==> config.mk <==
export PLATFORM = sky130hd
export DESIGN_NAME = noise_table_loader
export DESIGN_NICKNAME = d
export VERILOG_FILES = /design/src/rtl/noise_pkg.sv /design/src/rtl/noise_checksum16.sv /design/src/rtl/noise_table_loader.sv
export SDC_FILE = /design/constraint.sdc
export NUM_CORES = 1
export LEC_CHECK = 0
export BUFFER_PORTS_ARGS = -buffer_cell sky130_fd_sc_hd__buf_2
export CORE_ASPECT_RATIO = 0.9
export CORE_MARGIN = 4
export CORE_UTILIZATION = 35
export DETAILED_ROUTE_END_ITERATION = 8
export GPL_ROUTABILITY_DRIVEN = 0
export MAX_ROUTING_LAYER = met4
export RECOVER_POWER = 25
export SLEW_MARGIN = 10
export SYNTH_ARGS = -nofsm -noshare
export SYNTH_HDL_FRONTEND = slang
export SYNTH_SLANG_ARGS = --single-unit
==> constraint.sdc <==
create_clock -name clk -period 3.5 [get_ports clk]
set_input_delay 0.175 -clock clk [delete_from_list [all_inputs] [get_ports clk]]
set_output_delay 0.175 -clock clk [all_outputs]
set_load 0.05 [all_outputs]
==> src/rtl/noise_pkg.sv <==
// Shared constants and state encoding for the blue-noise table loader.
package noise_pkg;

  localparam int unsigned NOISE_ABITS = 12;
  localparam int unsigned CHK_W       = 16;

  typedef enum logic [1:0] {
    ST_IDLE,
    ST_LOAD,
    ST_CHECK,
    ST_DONE
  } state_e;

endpackage

==> src/rtl/noise_checksum16.sv <==
// 16-bit modular sum of table bytes plus a two-byte trailer compare (low byte first).
module noise_checksum16
  import noise_pkg::*;
(
  input  logic       clk,
  input  logic       rst,
  input  logic       clr_i,
  input  logic       add_i,
  input  logic       trl_i,
  input  logic [7:0] data_i,
  output logic       last_o,
  output logic       match_o
);

  logic [CHK_W-1:0] sum_q;
  logic [7:0]       lo_q;
  logic             seen_lo_q;

  always_ff @(posedge clk) begin
    if (rst || clr_i) begin
      sum_q     <= '0;
      lo_q      <= '0;
      seen_lo_q <= 1'b0;
    end else begin
      if (add_i) sum_q <= sum_q + CHK_W'(data_i);
      if (trl_i) begin
        lo_q      <= data_i;
        seen_lo_q <= !seen_lo_q;
      end
    end
  end

  // Valid on the cycle the high trailer byte is presented.
  assign last_o  = seen_lo_q;
  assign match_o = ({data_i, lo_q} == sum_q);

endmodule

==> src/rtl/noise_table_loader.sv <==
// Streams 2**ABITS noise bytes into the dither BRAM during vblank only.
// Optional trailer checksum: define NOISE_LOAD_CHECKSUM_EN.
module noise_table_loader
  import noise_pkg::*;
#(
  parameter int unsigned ABITS      = NOISE_ABITS,
  parameter bit          INIT_VALID = 1'b1
) (
  input  logic             clk,
  input  logic             rst,
  input  logic             start,
  input  logic             abort,
  input  logic             vblank,
  input  logic [7:0]       s_data,
  input  logic             s_valid,
  output logic             s_ready,
  output logic             mem_sel,
  output logic             mem_we,
  output logic [ABITS-1:0] mem_addr,
  output logic [7:0]       mem_wdata,
  output logic             busy,
  output logic             done,
  output logic             table_valid,
  output logic             chk_err
);

  localparam logic [ABITS-1:0] CNT_LAST = {ABITS{1'b1}};

  state_e           state_q;
  logic [ABITS-1:0] cnt_q;
  logic [ABITS-1:0] addr_q;
  logic [7:0]       wdata_q;
  logic             we_q;
  logic             done_q;
  logic             tv_q;

  logic in_load, in_chk, hs, start_load;
  logic chk_last, done_ok;

  assign in_load    = (state_q == ST_LOAD);
  assign in_chk     = (state_q == ST_CHECK);
  // NOTE: s_ready is combinational so it drops in the very cycle vblank falls;
  // registering it would let one byte slip through after blanking ends.
  assign s_ready    = (in_load || in_chk) && vblank;
  assign hs         = s_valid && s_ready && !abort;  // abort drops a concurrent byte
  assign start_load = (state_q == ST_IDLE) && start && !abort;

`ifdef NOISE_LOAD_CHECKSUM_EN
  localparam state_e ST_AFTER_LOAD = ST_CHECK;

  logic chk_match;
  logic chk_err_q;
  logic chk_ok_q;

  noise_checksum16 u_checksum (
    .clk    (clk),
    .rst    (rst),
    .clr_i  (start_load),
    .add_i  (hs && in_load),
    .trl_i  (hs && in_chk),
    .data_i (s_data),
    .last_o (chk_last),
    .match_o(chk_match)
  );

  always_ff @(posedge clk) begin
    if (rst || start_load) begin
      chk_err_q <= 1'b0;
      chk_ok_q  <= 1'b0;
    end else if (hs && in_chk && chk_last) begin
      chk_err_q <= !chk_match;
      chk_ok_q  <= chk_match;
    end
  end

  assign chk_err = chk_err_q;
  assign done_ok = chk_ok_q;
`else
  localparam state_e ST_AFTER_LOAD = ST_DONE;

  assign chk_last = 1'b0;
  assign chk_err  = 1'b0;
  assign done_ok  = 1'b1;
`endif

  // NOTE: all state here uses non-blocking assignments so every branch sees
  // the pre-edge values of cnt_q/state_q regardless of statement order.
  always_ff @(posedge clk) begin
    if (rst) begin
      state_q <= ST_IDLE;
      cnt_q   <= '0;
      addr_q  <= '0;
      wdata_q <= '0;
      we_q    <= 1'b0;
      done_q  <= 1'b0;
      tv_q    <= INIT_VALID;
    end else begin
      we_q   <= 1'b0;
      done_q <= 1'b0;
      unique case (state_q)
        ST_IDLE: begin
          if (start_load) begin
            state_q <= ST_LOAD;
            cnt_q   <= '0;
            tv_q    <= 1'b0;
          end
        end
        ST_LOAD: begin
          if (abort) begin
            state_q <= ST_IDLE;
          end else if (hs) begin
            we_q    <= 1'b1;
            addr_q  <= cnt_q;
            wdata_q <= s_data;
            cnt_q   <= cnt_q + 1'b1;
            if (cnt_q == CNT_LAST) state_q <= ST_AFTER_LOAD;
          end
        end
        ST_CHECK: begin
          if (abort)                state_q <= ST_IDLE;
          else if (hs && chk_last)  state_q <= ST_DONE;
        end
        ST_DONE: begin
          state_q <= ST_IDLE;
          if (!abort) begin
            done_q <= 1'b1;
            tv_q   <= done_ok;
          end
        end
        default: state_q <= ST_IDLE;
      endcase
    end
  end

  // A write registered just before vblank falls still owns the port for its cycle.
  assign mem_sel     = (in_load && vblank) || we_q;
  assign mem_we      = we_q;
  assign mem_addr    = addr_q;
  assign mem_wdata   = wdata_q;
  assign busy        = (state_q != ST_IDLE);
  assign done        = done_q;
  assign table_valid = tv_q;

endmodule
## After elaboration in Yosys (flattened, before gate mapping)

Cells that the tools add are included.

- Register bits: 37
- Input bits: 14
- Output and inout bits: 27
- Logic and storage cells: 56

- $add $sub $neg: 1
- Equal/unequal tests: 11
- Mux-type cells: 15
- Bitwise gates (word level): 3
- Reductions and logical operators: 19

Operator list:

| cell | count |
|---|---|
| $mux 12 | 3 |
| $pmux 12 s2 | 1 |
| $add 12x1->12 const B | 1 |
| $eq 12x12->1 const B | 1 |
| $mux 2 | 5 |
| $ne 2x2->1 const B | 4 |
| $pmux 2 s4 | 1 |
| $reduce_and 4->1 | 2 |
| $logic_and 1x1->1 | 6 |
| $ne 3x2->1 const B | 2 |
| $reduce_and 3->1 | 2 |
| $reduce_bool 2->1 | 3 |
| $eq 2x2->1 const B | 2 |
| $mux 1 | 4 |
| $not 1->1 | 3 |
| $reduce_or 3->1 | 1 |
| $eq 2x1->1 const B | 1 |
| $logic_not 2->1 | 1 |
| $logic_or 1x1->1 | 2 |
| $ne 2x1->1 const B | 1 |
| $pmux 1 s2 | 1 |
| $reduce_or 2->1 | 1 |
| $logic_not 1->1 | 1 |

## Longest topological paths before layout

- Depth in word-level cells: 8
- Mapped depth: 7
- Gate-level depth less buffers: 6

## Worst setup path before layout

Ideal clock, no wire load.

- Path kind: register to register
- Start point: reg state_q[1]
- End point: reg cnt_q[11]
- Arrival: 1827 ps
- Required time: 3442 ps
- Slack: 1615 ps
- Cell stages (with the launch flop): 8
- Buffers on the path: 1
- Clock period less this slack: 1885 ps
- Path through: dfxtp_1 > inv_1 > ha_1 > nand3_2 > or4_1 > buf_2 > nor4_1 > a211o_1

- Cells in the longest elaborated chain, start to end: 7
- Elaborated cells between the ends (all ways): 15
- Those cells by class: eq/ne: 5; mux: 1; reduce/logical: 9

RTL lines:

| item | RTL line | text |
|---|---|---|
| from (decl) | noise_table_loader.sv:29 | `state_e state_q;` |
| from (signal assigned) | noise_table_loader.sv:90 | `state_q <= ST_IDLE;` |
| from (signal assigned) | noise_table_loader.sv:103 | `state_q <= ST_LOAD;` |
| from (signal assigned) | noise_table_loader.sv:110 | `state_q <= ST_IDLE;` |
| $eq 2x1->1 or $eq 2x2->1 (tied branches) | noise_table_loader.sv:40, noise_table_loader.sv:100, noise_table_loader.sv:41 |  |
| $logic_or 1x1->1 | noise_table_loader.sv:44 | `assign s_ready = (in_load \|\| in_chk) && vblank;` |
| $logic_and 1x1->1 | noise_table_loader.sv:44 |  |
| $logic_and 1x1->1 (2 in a row) | noise_table_loader.sv:45 | `assign hs = s_valid && s_ready && !abort;` |
| $ne 2x1->1 (no line) | n/a |  |
| $reduce_and 4->1 (no line) | n/a |  |
| to (signal assigned) | noise_table_loader.sv:115 | `cnt_q <= cnt_q + 1'b1;` |
| to (decl) | noise_table_loader.sv:30 | `logic [ABITS-1:0] cnt_q;` |

Several ways; a longest one is shown, not always the timed one.
A chain may end at the register's enable or synchronous reset.

## Worst setup path in the final report

- Start point: reg state_q[1]
- End point: reg wdata_q[3] (netlist: mem_wdata[3])

- Cells in the longest elaborated chain, start to end: 6
- Elaborated cells between the ends (all ways): 7
- Those cells by class: eq/ne: 2; reduce/logical: 5

RTL lines:

| item | RTL line | text |
|---|---|---|
| $eq 2x1->1 or $eq 2x2->1 (tied branches) | noise_table_loader.sv:40, noise_table_loader.sv:100, noise_table_loader.sv:41 |  |
| $logic_or 1x1->1 | noise_table_loader.sv:44 |  |
| $logic_and 1x1->1 | noise_table_loader.sv:44 |  |
| $logic_and 1x1->1 (2 in a row) | noise_table_loader.sv:45 |  |
| $reduce_and 3->1 (no line) (*) | n/a |  |
| to (signal assigned) | noise_table_loader.sv:114 | `wdata_q <= s_data;` |
| to (decl) | noise_table_loader.sv:32 | `logic [7:0] wdata_q;` |

Every way passes the cells marked *; elsewhere a longest branch is shown, timed or not.

==> impl_metrics.env <==
export IMPL_grt_pass1_vias=1451
export IMPL_slew_headroom=0.473
export IMPL_synth_top_family_by_area="simple AND/OR/NAND/NOR gates"
export IMPL_synth_ff_type="dfxtp_1"
export IMPL_layout_nets=267
export IMPL_syn_num_nets=232
export IMPL_yosysSeqAreaShare=0.434
export IMPL_viasPerCell=5.04
export IMPL_instances_no_fill=311
export IMPL_dieArea_sq_mm=0.00605
export IMPL_wl_per_cell_um=12.6
export IMPL_cts_buffer_depth=2
export IMPL_fin_setup_tns_ns=0
export IMPL_num_rows=23
export IMPL_hold_class="input pin to flip-flop"
export IMPL_synth_fa_ha_area_frac=0.0367
export IMPL_critPathArrivalTime_ns=2.33
export IMPL_synth_top_area_frac=0.434
export IMPL_crit_start="state_q[1]"
export IMPL_htreeDepth=2
export IMPL_grt_overflow=0
export IMPL_drtIter0Drc=71
export IMPL_fmax_mhz=457
export IMPL_cts_repair_resize_count=0
export IMPL_hp_start="s_data[4]"
export IMPL_ys_seq_elements=37
export IMPL_cp_endpoint="mem_wdata[3]"
export IMPL_cts_tree="built"
export IMPL_drive_gt1_frac=0.149
export IMPL_gr_usage_all_layers=0.143
export IMPL_antenna_found_initial=0
export IMPL_synth_compound_gate_area_share=0.204
export IMPL_rsz0062_at_grt="false"
export IMPL_power_leakage_nw=0.779
export IMPL_yosys_top_cells_area="dfxtp_1 (43%), nand2_1 (10%), a21oi_1 (9.7%)"
export IMPL_port_buffer_count=39
export IMPL_r2r_cells=6
export IMPL_postCtsSetupRepairBufs=0
export IMPL_coreArea_sq_mm=0.00458
export IMPL_hpwl_mm=2.79
export IMPL_muxShareOfSynthArea=0.00660
export IMPL_start_kind="flip-flop"
export IMPL_die_height_um=74.2
export IMPL_clkTransAtPathRegs_ns=0.07
export IMPL_path_max_fanout=21
export IMPL_final_util=0.441
export IMPL_routed_wirelength_mm=3.92
export IMPL_p_per_area_mw_per_mm2=429
export IMPL_synth_cell_type_count=43
export IMPL_fin_worst_skew_ns=0.00839
export IMPL_drc=0
export IMPL_start_util=0.373
export IMPL_power_total_w=0.000866
export IMPL_dp_cells=303
export IMPL_io_pins=41
export IMPL_drt_pass1_iter_count=4
export IMPL_reg2reg_from="state_q[1]"
export IMPL_insertion_delay_ns=0.29
export IMPL_yosys_warnings=0
export IMPL_numClockSinks=37
export IMPL_postSynthCellCount=213
export IMPL_status="finished, final reports clean"
export IMPL_yosysTopAreaCell="dfxtp_1"
export IMPL_async_flop_share=0
export IMPL_synth_xor_area_share=0
export IMPL_grt_pass1_wl_mm=6.60
export IMPL_ir_worst_vdd_mv=0.199
export IMPL_antenna_cells=0
export IMPL_cts_root_buffer="clkbuf_8"
export IMPL_grt_max_degree=36
export IMPL_syn_to_final_growth_pct=18.3
export IMPL_hold_violations=0
export IMPL_yosys_area_share_simple=0.272
export IMPL_worst_pin_slew_ns=0.788
export IMPL_die_w_um=81.6
export IMPL_reg2reg_to="mem_wdata[3]"
export IMPL_cts_buffers=5
export IMPL_ctsHoldBuffers=0
export IMPL_synth_edf_count=0
export IMPL_cp_end_kind="flip-flop"
export IMPL_setup_violations=0
export IMPL_avgSynthCellArea_sq_um=8.01
export IMPL_holdWs_ns=0.121
export IMPL_cap_violations=0
export IMPL_hold_path_depth=3
export IMPL_crit_required_ns=3.64
export IMPL_netlist_area_sq_mm=0.00171
export IMPL_rrSetupSlack_ns=1.31
export IMPL_fin_crit_ns=2.19
export IMPL_fin_crit_sh=0.625
export IMPL_slew_violations=0
export IMPL_criticalPathCategory="flip-flop to flip-flop"
export IMPL_route_vias_total=1567
export IMPL_ant_nets=0
-- report_power, final --
group          switching (W)  internal (W)
clock               0.000149      0.000178
sequential        0.00000326      0.000425
combinational      0.0000782     0.0000326
-- how the worst min path moves through the flow --
stage | to | slack [ns]
after floorplan | done | 0.25
after global placement | mem_wdata[0] | 0.42
after detailed placement | mem_wdata[7] | 0.42
after CTS | mem_wdata[6] | 0.11
after global routing | mem_wdata[4] | 0.12
final | mem_wdata[4] | 0.12
-- flip-flops by register name, summed over array words and instances, names as in the netlist --
name         flops
mem_addr        12
mem_wdata        8
mem_we           1
done             1
state_q          2
table_valid      1
cnt_q           12
-- logic make-up after synthesis --
logic type / Yosys count
multiplexers: 1
flip-flops: 37
AO/OA/AOI/OAI: 58
buffers and inverters: 18
adder cells (fa/ha/maj): 5
AND/OR/NAND/NOR: 93
other: 1
-- synthesized netlist by cell type, types with 2 or more instances --
library cell / instances
or3_1: 2
inv_1: 6
clkbuf_1: 8
nand2_1: 47
nand2b_1: 2
and3_1: 2
nand4_1: 3
o21ai_0: 7
a211o_1: 3
buf_2: 3
a21oi_1: 33
nor4_1: 4
o211a_1: 2
o32ai_1: 2
nand3_1: 9
nor2_1: 7
nor3b_1: 2
and2b_1: 2
or4_1: 4
dfxtp_1: 37
ha_1: 5
a21o_1: 2
-- routing by layer --
| layer | share of wire | up-vias | wire length (um) | GRT usage |
|---|---|---|---|---|
| met5 | 0 | - | 0 | - |
| met4 | 0.013 | 0 | 51 | 0.0387 |
| met3 | 0.055 | 6 | 217 | 0.0363 |
| met2 | 0.44 | 37 | 1730 | 0.229 |
| met1 | 0.49 | 702 | 1920 | 0.180 |
| li1 | - | 822 | - | - |
-- cell type report --
cell class / instances / area, sq um
well taps: 62 / 77.6
repair buffers: 40 / 185
multi-input cells: 158 / 890
flip-flops and latches: 37 / 741
clock inverters: 1 / 5.00
clock buffers: 7 / 96.3
fillers: 480 / 2560
inverters: 6 / 22.5
-- cells in the final DEF, fill, tap and decap left out, types with 5 or more instances in the layout --
| master | synthesis | final |
|---|---|---|
| inv_1 | 6 | 6 |
| clkbuf_8 | 0 | 7 |
| nand2_1 | 47 | 47 |
| buf_2 | 3 | 25 |
| clkbuf_1 | 8 | 14 |
| nor2_1 | 7 | 7 |
| o21ai_0 | 7 | 7 |
| nand3_1 | 9 | 9 |
| ha_1 | 5 | 5 |
| a21oi_1 | 33 | 33 |
| dfxtp_1 | 37 | 37 |
-- critical path: stages (launching register included) --
cell     delay (ns)
dfxtp_1        0.35
inv_1          0.09
ha_1           0.47
and2b_1        0.24
nand3_1        0.56
nand2_1        0.25
a21oi_1        0.08
-- stage by stage --
stage / area (sq um) / setup slack [ns]
after floorplan: 1710 / 1.62
after global placement: 1930 / 1.31
after detailed placement: 1930 / 1.26
after CTS: 2030 / 1.24
after global routing: 2020 / 0.984
final: 2020 / 1.31
No activity file was read; power rests on OpenSTA's default activity.
